File: src/rtl/osmlgd_sched.sv
// Round-robin frame scheduler sharing one decoder between N_REQ requesters; OSMLGD_SCHED_STATS_EN adds counters.
// Latency: accept at T, dec_work at T+1, response one cycle after dec_valid (or TIMEOUT cycles into WAIT).
// Backpressure: one frame in flight; no grants until the response handshakes on rsp_valid & rsp_ready.
module osmlgd_sched #(
  parameter int N_REQ   = 2,
  parameter int W       = 256,
  parameter int TIMEOUT = 64
) (
  input  logic               clk,
  input  logic               rst,
  input  logic [N_REQ-1:0]   req_valid,
  input  logic [N_REQ*W-1:0] req_data,
  output logic [N_REQ-1:0]   req_ready,
  output logic               dec_work,
  output logic [W-1:0]       dec_tx,
  input  logic               dec_free,
  input  logic               dec_valid,
  input  logic [W-1:0]       dec_deout,
  output logic               rsp_valid,
  input  logic               rsp_ready,
  output logic [2:0]         rsp_id,
  output logic [W-1:0]       rsp_data,
  output logic               rsp_err,
  output logic               busy,
  output logic [15:0]        stat_done,
  output logic [15:0]        stat_tmo
);

  localparam int CW = $clog2(TIMEOUT) + 1;

  typedef enum logic [1:0] {IDLE, LAUNCH, WAIT, RESP} state_t;

  state_t        state;
  logic [2:0]    rr_ptr;
  logic [CW-1:0] tmo_cnt;
  logic [7:0]    valid_ext;
  logic [3:0]    cand;
  logic          grant_any;
  logic [2:0]    grant_idx;
  logic [W-1:0]  grant_dat;
  logic          grant;

  assign valid_ext = 8'(req_valid);

  // First valid requester at or after the pointer, wrapping modulo N_REQ.
  always_comb begin
    grant_any = 1'b0;
    grant_idx = '0;
    cand      = '0;
    for (int i = 0; i < N_REQ; i++) begin
      cand = {1'b0, rr_ptr} + 4'(i);
      if (cand >= 4'(N_REQ)) cand = cand - 4'(N_REQ);
      if (!grant_any && valid_ext[cand[2:0]]) begin
        grant_any = 1'b1;
        grant_idx = cand[2:0];
      end
    end
  end

  always_comb begin
    grant_dat = '0;
    for (int k = 0; k < N_REQ; k++) begin
      if (grant_idx == 3'(k)) grant_dat = req_data[k*W +: W];
    end
  end

  assign grant     = (state == IDLE) && !rst && dec_free && grant_any;
  assign req_ready = grant ? N_REQ'(8'd1 << grant_idx) : '0;
  assign dec_work  = (state == LAUNCH);
  assign rsp_valid = (state == RESP);
  assign busy      = (state != IDLE);

  always_ff @(posedge clk) begin
    if (rst) begin
      state    <= IDLE;
      rr_ptr   <= '0;
      tmo_cnt  <= '0;
      dec_tx   <= '0;
      rsp_id   <= '0;
      rsp_data <= '0;
      rsp_err  <= 1'b0;
    end else begin
      case (state)
        IDLE: begin
          if (grant) begin
            dec_tx <= grant_dat;
            rsp_id <= grant_idx;
            rr_ptr <= (grant_idx == 3'(N_REQ - 1)) ? 3'd0 : grant_idx + 3'd1;
            state  <= LAUNCH;
          end
        end
        LAUNCH: begin
          tmo_cnt <= '0;
          state   <= WAIT;
        end
        WAIT: begin
          // A result in the final watchdog cycle still counts as a normal completion.
          if (dec_valid) begin
            rsp_data <= dec_deout;
            rsp_err  <= 1'b0;
            state    <= RESP;
          end else if (tmo_cnt == CW'(TIMEOUT - 1)) begin
            rsp_data <= '0;
            rsp_err  <= 1'b1;
            state    <= RESP;
          end else begin
            tmo_cnt <= tmo_cnt + 1'b1;
          end
        end
        RESP: begin
          if (rsp_ready) state <= IDLE;
        end
        default: state <= IDLE;
      endcase
    end
  end

`ifdef OSMLGD_SCHED_STATS_EN
  always_ff @(posedge clk) begin
    if (rst) begin
      stat_done <= '0;
      stat_tmo  <= '0;
    end else if (rsp_valid && rsp_ready) begin
      if (!rsp_err && stat_done != 16'hFFFF) stat_done <= stat_done + 16'd1;
      if (rsp_err && stat_tmo != 16'hFFFF) stat_tmo <= stat_tmo + 16'd1;
    end
  end
`else
  assign stat_done = '0;
  assign stat_tmo  = '0;
`endif

endmodule

File: config.mk
export PLATFORM = sky130hd
export DESIGN_NAME = osmlgd_sched
export DESIGN_NICKNAME = d
export VERILOG_FILES = /design/src/rtl/osmlgd_sched.sv
export SDC_FILE = /design/constraint.sdc
export NUM_CORES = 1
export LEC_CHECK = 0
export BUFFER_PORTS_ARGS = -buffer_cell sky130_fd_sc_hd__buf_2
export CELL_PAD_IN_SITES_DETAIL_PLACEMENT = 0
export CELL_PAD_IN_SITES_GLOBAL_PLACEMENT = 2
export CORE_AREA = 2 2 524 526
export DETAILED_ROUTE_END_ITERATION = 6
export DIE_AREA = 0 0 526 528
export PLACE_DENSITY = 0.4
export SYNTH_ARGS = -nofsm -noshare
export SYNTH_HDL_FRONTEND = slang
export SYNTH_SLANG_ARGS = --single-unit
export TNS_END_PERCENT = 5
File: constraint.sdc
create_clock -name clk -period 2.8 [get_ports clk]
set_input_delay 0.28 -clock clk [delete_from_list [all_inputs] [get_ports clk]]
set_output_delay 0.28 -clock clk [all_outputs]
set_load 0.01 [all_outputs]
==> run_results.csv, run 1 <==
group,metric,value,unit
status,status,"finished, final reports clean",
timing,post-route-period-util,97.9,%
global_routing,grt_pass1_vias,25581,
global_routing,grt_pass1_wl,207000,um
final_layout,drive_above_1_share,36.3,%
timing,max-slew-margin-rel,32.3,%
worst_hold_path,min_to,"dec_tx[14]",
route,vias,24718,
worst_hold_path,worstHoldPathType,"in -> reg",
yosys,synthesis.area,0.0194,mm^2
route,via_per_inst,3.15,
yosys,ys_warn_count,0,
timing,fin_skew,0.0242,ns
flow_run,drv_cap,0,
route,drt_iter0_markers,1245,
yosys,ys_seq_elements,528,
setup_path,criticalPathCategory,"reg -> out",
global_routing,grt.total_usage,10.4,%
placed_design,placed_area,0.0304,mm^2
timing,tightest_slew,1.02,ns
route,totalWireLength,153000,um
floorplanning,start_util,7.10,%
placed_design,port_buffers,1295,
yosys,yosys.area.top_type,"dfxtp_1",
timing,rsz0062_at_grt,"yes",
yosys,ys_types,36,
route,drt.antenna.violating_nets,0,
setup_path,reg2reg_slack,0.20,ns
worst_hold_path,hold_depth,3,
floorplanning,dieArea,0.278,mm^2
final_layout,postLayoutCellArea,0.0410,mm^2
route,routedWlPerCell,19.5,um
yosys,synthTopCellsByCount,"528 x dfxtp_1, 512 x a22oi_1, 267 x a21oi_1, 267 x nand2_1, 265 x nor2_1",
power_and_ir_drop,total_power,25.3,mW
placed_design,dp_hpwl,121000,um
clock_tree,clockBufferDepth,3,
timing,maxSlewViolCount,0,
setup_path,r2r_end,"dec_tx[35]",
setup_path,required,2.52,ns
yosys,synth.avg_cell_area,9.03,um^2
power_and_ir_drop,ir_drop,0.000351,V
clock_tree,cts_inserted_buffers,79,
clock_tree,clock_sinks,528,
floorplanning,core_area,0.272,mm^2
setup_path,reg2reg_from,"rr_ptr[1]",
power_and_ir_drop,power_leakage,17.2,nW
clock_tree,insertion_delay,0.68,ns
clock_tree,cts.clk_slew.worst_paths,0.06,ns
placed_design,gp_congestion,0.806,
timing,fmax,0.365,GHz
clock_tree,cts_tree,"built",
timing,hold_viol,0,
setup_path,cp_max_fo,5,
yosys,yosysMostFrequentCell,"dfxtp_1",
worst_hold_path,holdCritStartpoint,"req_data[270]",
timing,post-route-min-period,2.74,ns
floorplanning,die_h,528,um
floorplanning,dieWidth,526,um
yosys,synth_area_leaders,"dfxtp_1 55%, a22oi_1 20%, a21oi_1 6.9%, nand2_1 5.2%, nor2_1 5.1%",
yosys,synth_ff_type,"dfxtp_1",
final_layout,area_growth,112,%
power_and_ir_drop,p_per_area,616,mW/mm^2
clock_tree,cts_root_buffer,"clkbuf_16",
yosys,yosysTopAreaCellShare,54.6,%
global_routing,grt_start_max_net_pins,141,
final_layout,fillCellCount,31386,
setup_path,startpoint_type,"flip-flop",
floorplanning,ioPinCount,1328,
setup_path,rr_worst_depth,11,
yosys,synthCells,2142,
setup_path,endpoint_kind,"output port",
timing,setup_violations,0,
timing,setup_tns,0,ns
route,drt_first_pass_iters,7,
clock_tree,h-tree-depth,3,
yosys,ys_seq_area_share,54.6,%
setup_path,cp.arrival,2.46,ns
yosys,synthArstFlopShare,0,%
final_layout,fin_nets,4973,
global_routing,overflow,0,
yosys,synth_edf_count,0,
global_routing,antenna_found_initial,41,
route,drc_errors,0,
floorplanning,rows,192,
-- where the power goes --
group | leakage (nW) | internal, mW | switching (mW)
sequential | 4.28 | 8.28 | 0.473
combinational | 11.6 | 2.78 | 3.50
clock | 1.27 | 5.93 | 4.28
total | 17.2 | 17.0 | 8.26
-- timing repair --
item | in CTS | in global routing
pin swaps | 7 | 3
hold buffers | 768 | 0
gates cloned | 2 | 0
endpoints found under the setup margin | 2 | 181
resized for setup | 23 | 8
buffers inserted | 7 | 2
hold endpoints to repair | 514 | 0
-- stage by stage --
stage,std cells,hold WS [ns],worst slack [ns],utilization [%]
6_report,7849,0.0729,0.0584,15.0
3_5_place_dp,6916,0.440,0.202,11.2
4_1_cts,7832,0.00481,-0.0344,15.0
5_1_grt,7842,0.0416,-0.106,15.0
3_3_place_gp,6916,0.437,0.150,11.2
2_1_floorplan,2173,0.416,0.463,-
-- worst max path at each step --
stage	startpoint	to	cells after the start
final	rr_ptr[1]	req_ready[1]	9
after global routing	rr_ptr[0]	req_ready[1]	10
after CTS	rr_ptr[0]	req_ready[1]	10
after detailed placement	rr_ptr[1]	dec_tx[78]	10
after global placement	rr_ptr[1]	dec_tx[131]	11
after floorplan	rr_ptr[0]	dec_tx[10]	11
-- placed cells by master, fill, tap and decap left out, types with 22 or more instances in the layout --
| cell | count |
|---|---|
| a21oi_1 | 267 |
| a22oi_1 | 512 |
| buf_12 | 27 |
| buf_2 | 1293 |
| buf_4 | 72 |
| clkbuf_1 | 22 |
| clkbuf_16 | 79 |
| conb_1 | 32 |
| dfxtp_1 | 525 |
| dlygate4sd3_1 | 768 |
| nand2_1 | 265 |
| nor2_1 | 264 |
-- cell families (layout without fill, tap and decap cells) --
kind of cell | Yosys count | count (layout) | synth area share (%)
AOI/OAI and AO/OA | 796 | 796 | 27.5
and+or+nand+nor | 557 | 557 | 11.1
DFF | 528 | 528 | 54.6
buffers and inverters | 245 | 2317 | 5.83
adders and majority gates | 11 | 11 | 0.711
xor gates and xnor gates | 2 | 2 | 0.0905
muxes | 2 | 2 | 0.110
other | 1 | 47 | 0.0194
-- flip-flops by register name, indices dropped and copies added, names as in the netlist --
| name | flops |
|---|---|
| rsp_data | 256 |
| tmo_cnt | 7 |
| rsp_err | 1 |
| rr_ptr | 3 |
| dec_tx | 256 |
| state | 2 |
| rsp_id | 3 |
-- critical path: stages (launching register included) --
cell and delay (ns):
dfxtp_4 0.38, inv_4 0.05, ha_4 0.25, nand2_2 0.03, mux2_4 0.26, or2_4 0.28
o22ai_4 0.17, buf_12 0.13, buf_16 0.12, buf_6 0.10
-- final cells by class --
type | instances | area (um^2) | area share, %
repair buffers | 2168 | 15400 | 37.5
flip-flops and latches | 528 | 10600 | 25.8
multi-input cells | 1400 | 7860 | 19.2
well taps | 3589 | 4490 | 11.0
clock buffers | 120 | 2320 | 5.66
clock inverters | 19 | 275 | 0.671
inverters | 10 | 40.0 | 0.0977
diodes | 15 | 37.5 | 0.0916
-- routing by layer --
metal	part of all wire, %	vias to the layer above	track usage [%]
li1	-	11755	-
met2	49	1059	18.2
met5	0.15	-	0
met1	39	11701	11.8
met3	9.4	167	4.25
met4	2.0	36	2.41
(Power assumes the default switching activity.)
==> inputs of run 2 (changes only) <==
==> constraint.sdc (replaced) <==
create_clock -name clk -period 2.8 [get_ports clk]
set_input_delay 0.28 -clock clk [delete_from_list [all_inputs] [get_ports clk]]
set_output_delay 0.28 -clock clk [all_outputs]
set_load 0.02 [all_outputs]
==> run 2 against run 1 <==
The run now ends with setup timing left; clock skew grew 0.043 ns; die area unchanged; routed wire length is 0.23% higher; critical endpoint unchanged; largest cell class unchanged; highest routed layer unchanged.
==> run_results.csv, run 2 (synthesized netlist as in run 1, its figures left out) <==
group,metric,value,unit
floorplanning,core_area,0.272,mm^2
power_and_ir_drop,ir_drop,0.000456,V
setup_path,reg2reg_slack,0.02,ns
timing,rsz0062_at_grt,"yes",
setup_path,cpPeakStageDelay,0.36,ns
clock_tree,clockBufferDepth,4,
placed_design,dp_cells,6917,
route,vias,24660,
floorplanning,dieWidth,526,um
setup_path,endpoint_kind,"output port",
route,totalWireLength,153000,um
route,drc_errors,0,
worst_hold_path,worstHoldPathType,"in -> reg",
power_and_ir_drop,power_leakage,17.2,nW
final_layout,final_cell_mix,"1292 x buf_2, 771 x dlygate4sd3_1, 527 x dfxtp_1",
timing,setup_violations,2,
floorplanning,ioPinCount,1328,
final_layout,reg.largest.list,"dec_tx: 256 flops, rsp_data: 256 flops, tmo_cnt: 7 flops",
global_routing,grt_pass1_vias,26077,
placed_design,dp_hpwl,120000,um
timing,fmax,0.345,GHz
global_routing,overflow,0,
floorplanning,dieArea,0.278,mm^2
setup_path,cp.arrival,2.62,ns
timing,max-slew-margin-rel,33.1,%
final_layout,postLayoutCellArea,0.0410,mm^2
clock_tree,cts.clk_slew.worst_paths,0.07,ns
global_routing,antenna_found_initial,46,
setup_path,cp_max_fo,4,
route,drt_iter0_markers,1141,
clock_tree,insertion_delay,0.77,ns
setup_path,criticalPathCategory,"reg -> out",
timing,hold-worst-slack,0.262,ns
placed_design,gp_congestion,0.808,
setup_path,startpoint_type,"flip-flop",
flow_run,drv_cap,0,
setup_path,required,2.52,ns
setup_path,cp_cell_sequence,"buf_6 > buf_6 > ha_4 > xor2_1 > a211oi_2 > o21ai_1 > buf_4 > o22ai_4 > buf_12 > buf_16 > buf_8",
global_routing,grt_start_max_net_pins,114,
status,status,"complete, but fails checks",
global_routing,grt_pass1_wl,209000,um
final_layout,fin_nets,4977,
setup_path,crit_slowest_cell,"dfxtp_4",
final_layout,area_growth,112,%
final_layout,fin_cells,7850,
floorplanning,die_h,528,um
final_layout,fin_util,15.0,%
timing,post-route-min-period,2.90,ns
status,violations,"setup timing",
final_layout,drive_above_1_share,35.9,%
setup_path,cpMostUsedCell,"buf_6",
global_routing,grt.total_usage,10.5,%
clock_tree,clock_sinks,528,
clock_tree,h-tree-depth,3,
route,drt.antenna.violating_nets,0,
timing,hold_viol,0,
route,drt_first_pass_iters,5,
power_and_ir_drop,total_power,26.0,mW
clock_tree,cts_inserted_buffers,81,
timing,maxSlewViolCount,0,
clock_tree,cts_root_buffer,"clkbuf_16",
timing,tightest_slew,1.00,ns
final_layout,final_common_cell,"buf_2",
timing,setup_ws,-0.0966,ns
route,routedWlPerCell,19.5,um
placed_design,placed_area,0.0304,mm^2
floorplanning,start_util,7.10,%
placed_design,port_buffers,1295,
floorplanning,rows,192,
clock_tree,cts_tree,"built",
power_and_ir_drop,p_per_area,635,mW/mm^2
timing,post-route-period-util,103,%
route,via_per_inst,3.14,
timing,fin_skew,0.0670,ns
[run 2: cell count changes in the layout (fill, tap and decap cells not counted), moves of 3 or more]
cell           delta
clkbuf_8          -8
clkinv_16         -4
bufinv_16         +4
diode_2           +5
clkbuf_16         +3
dlygate4sd3_1     +3
[run 2: final timing paths]
check        cells after the start            end      startpoint
max                             11   req_ready[1]       rr_ptr[1]
min                              4  rsp_data[122]  dec_deout[122]
max reg2reg                     13     dec_tx[53]       rr_ptr[1]
min reg2reg                      2    dec_tx[214]     dec_tx[214]
[run 2: metrics by stage]
step	worst slack [ns]	setup TNS, ns
after global placement	0.156	0
final	-0.0966	-0.135
after CTS	-0.200	-3.63
after global routing	-0.245	-17.51
after floorplan	0.463	0
after detailed placement	0.171	0
[run 2: timing repair]
action                     CTS  global route
setup endpoints to repair    2           231
resized for setup           20             7
hold buffers               771             0
pin swaps                    3             4
hold endpoints to repair   517             0
gates cloned                 2             0
buffers inserted             7             0
[run 2: worst max-delay path, delay by kind of cell (launching register included)]
| kind | cells | cell delay, ns |
|---|---|---|
| adder cells (fa/ha/maj) | 1 | 0.14 |
| buffers and inverters | 6 | 0.74 |
| flip-flops | 1 | 0.36 |
| AO/OA/AOI/OAI | 3 | 0.45 |
| XOR/XNOR | 1 | 0.16 |
[run 2: metal layers]
layer	wire length, um	up-vias	track usage [%]	part of all wire (%)
met4	3980	30	3.04	2.6
met2	74100	1087	18.1	48
met3	14100	188	3.99	9.2
met1	60800	11606	11.9	40
li1	-	11749	-	-
met5	193	-	0	0.13
[run 2: area by class of cell]
type,count,area [um^2]
antenna,20,50.0
clock buffer,116,2290
clock inverter,17,275
fill,31273,231000
inverter,10,37.5
multi-input combinational,1400,7840
sequential,528,10600
tap,3589,4490
timing repair buffer,2170,15400
[run 2: power breakdown]
part	leakage, nW	switching [mW]	internal [mW]
combinational	11.6	4.10	2.78
sequential	4.28	0.465	8.28
clock	1.25	4.20	6.20
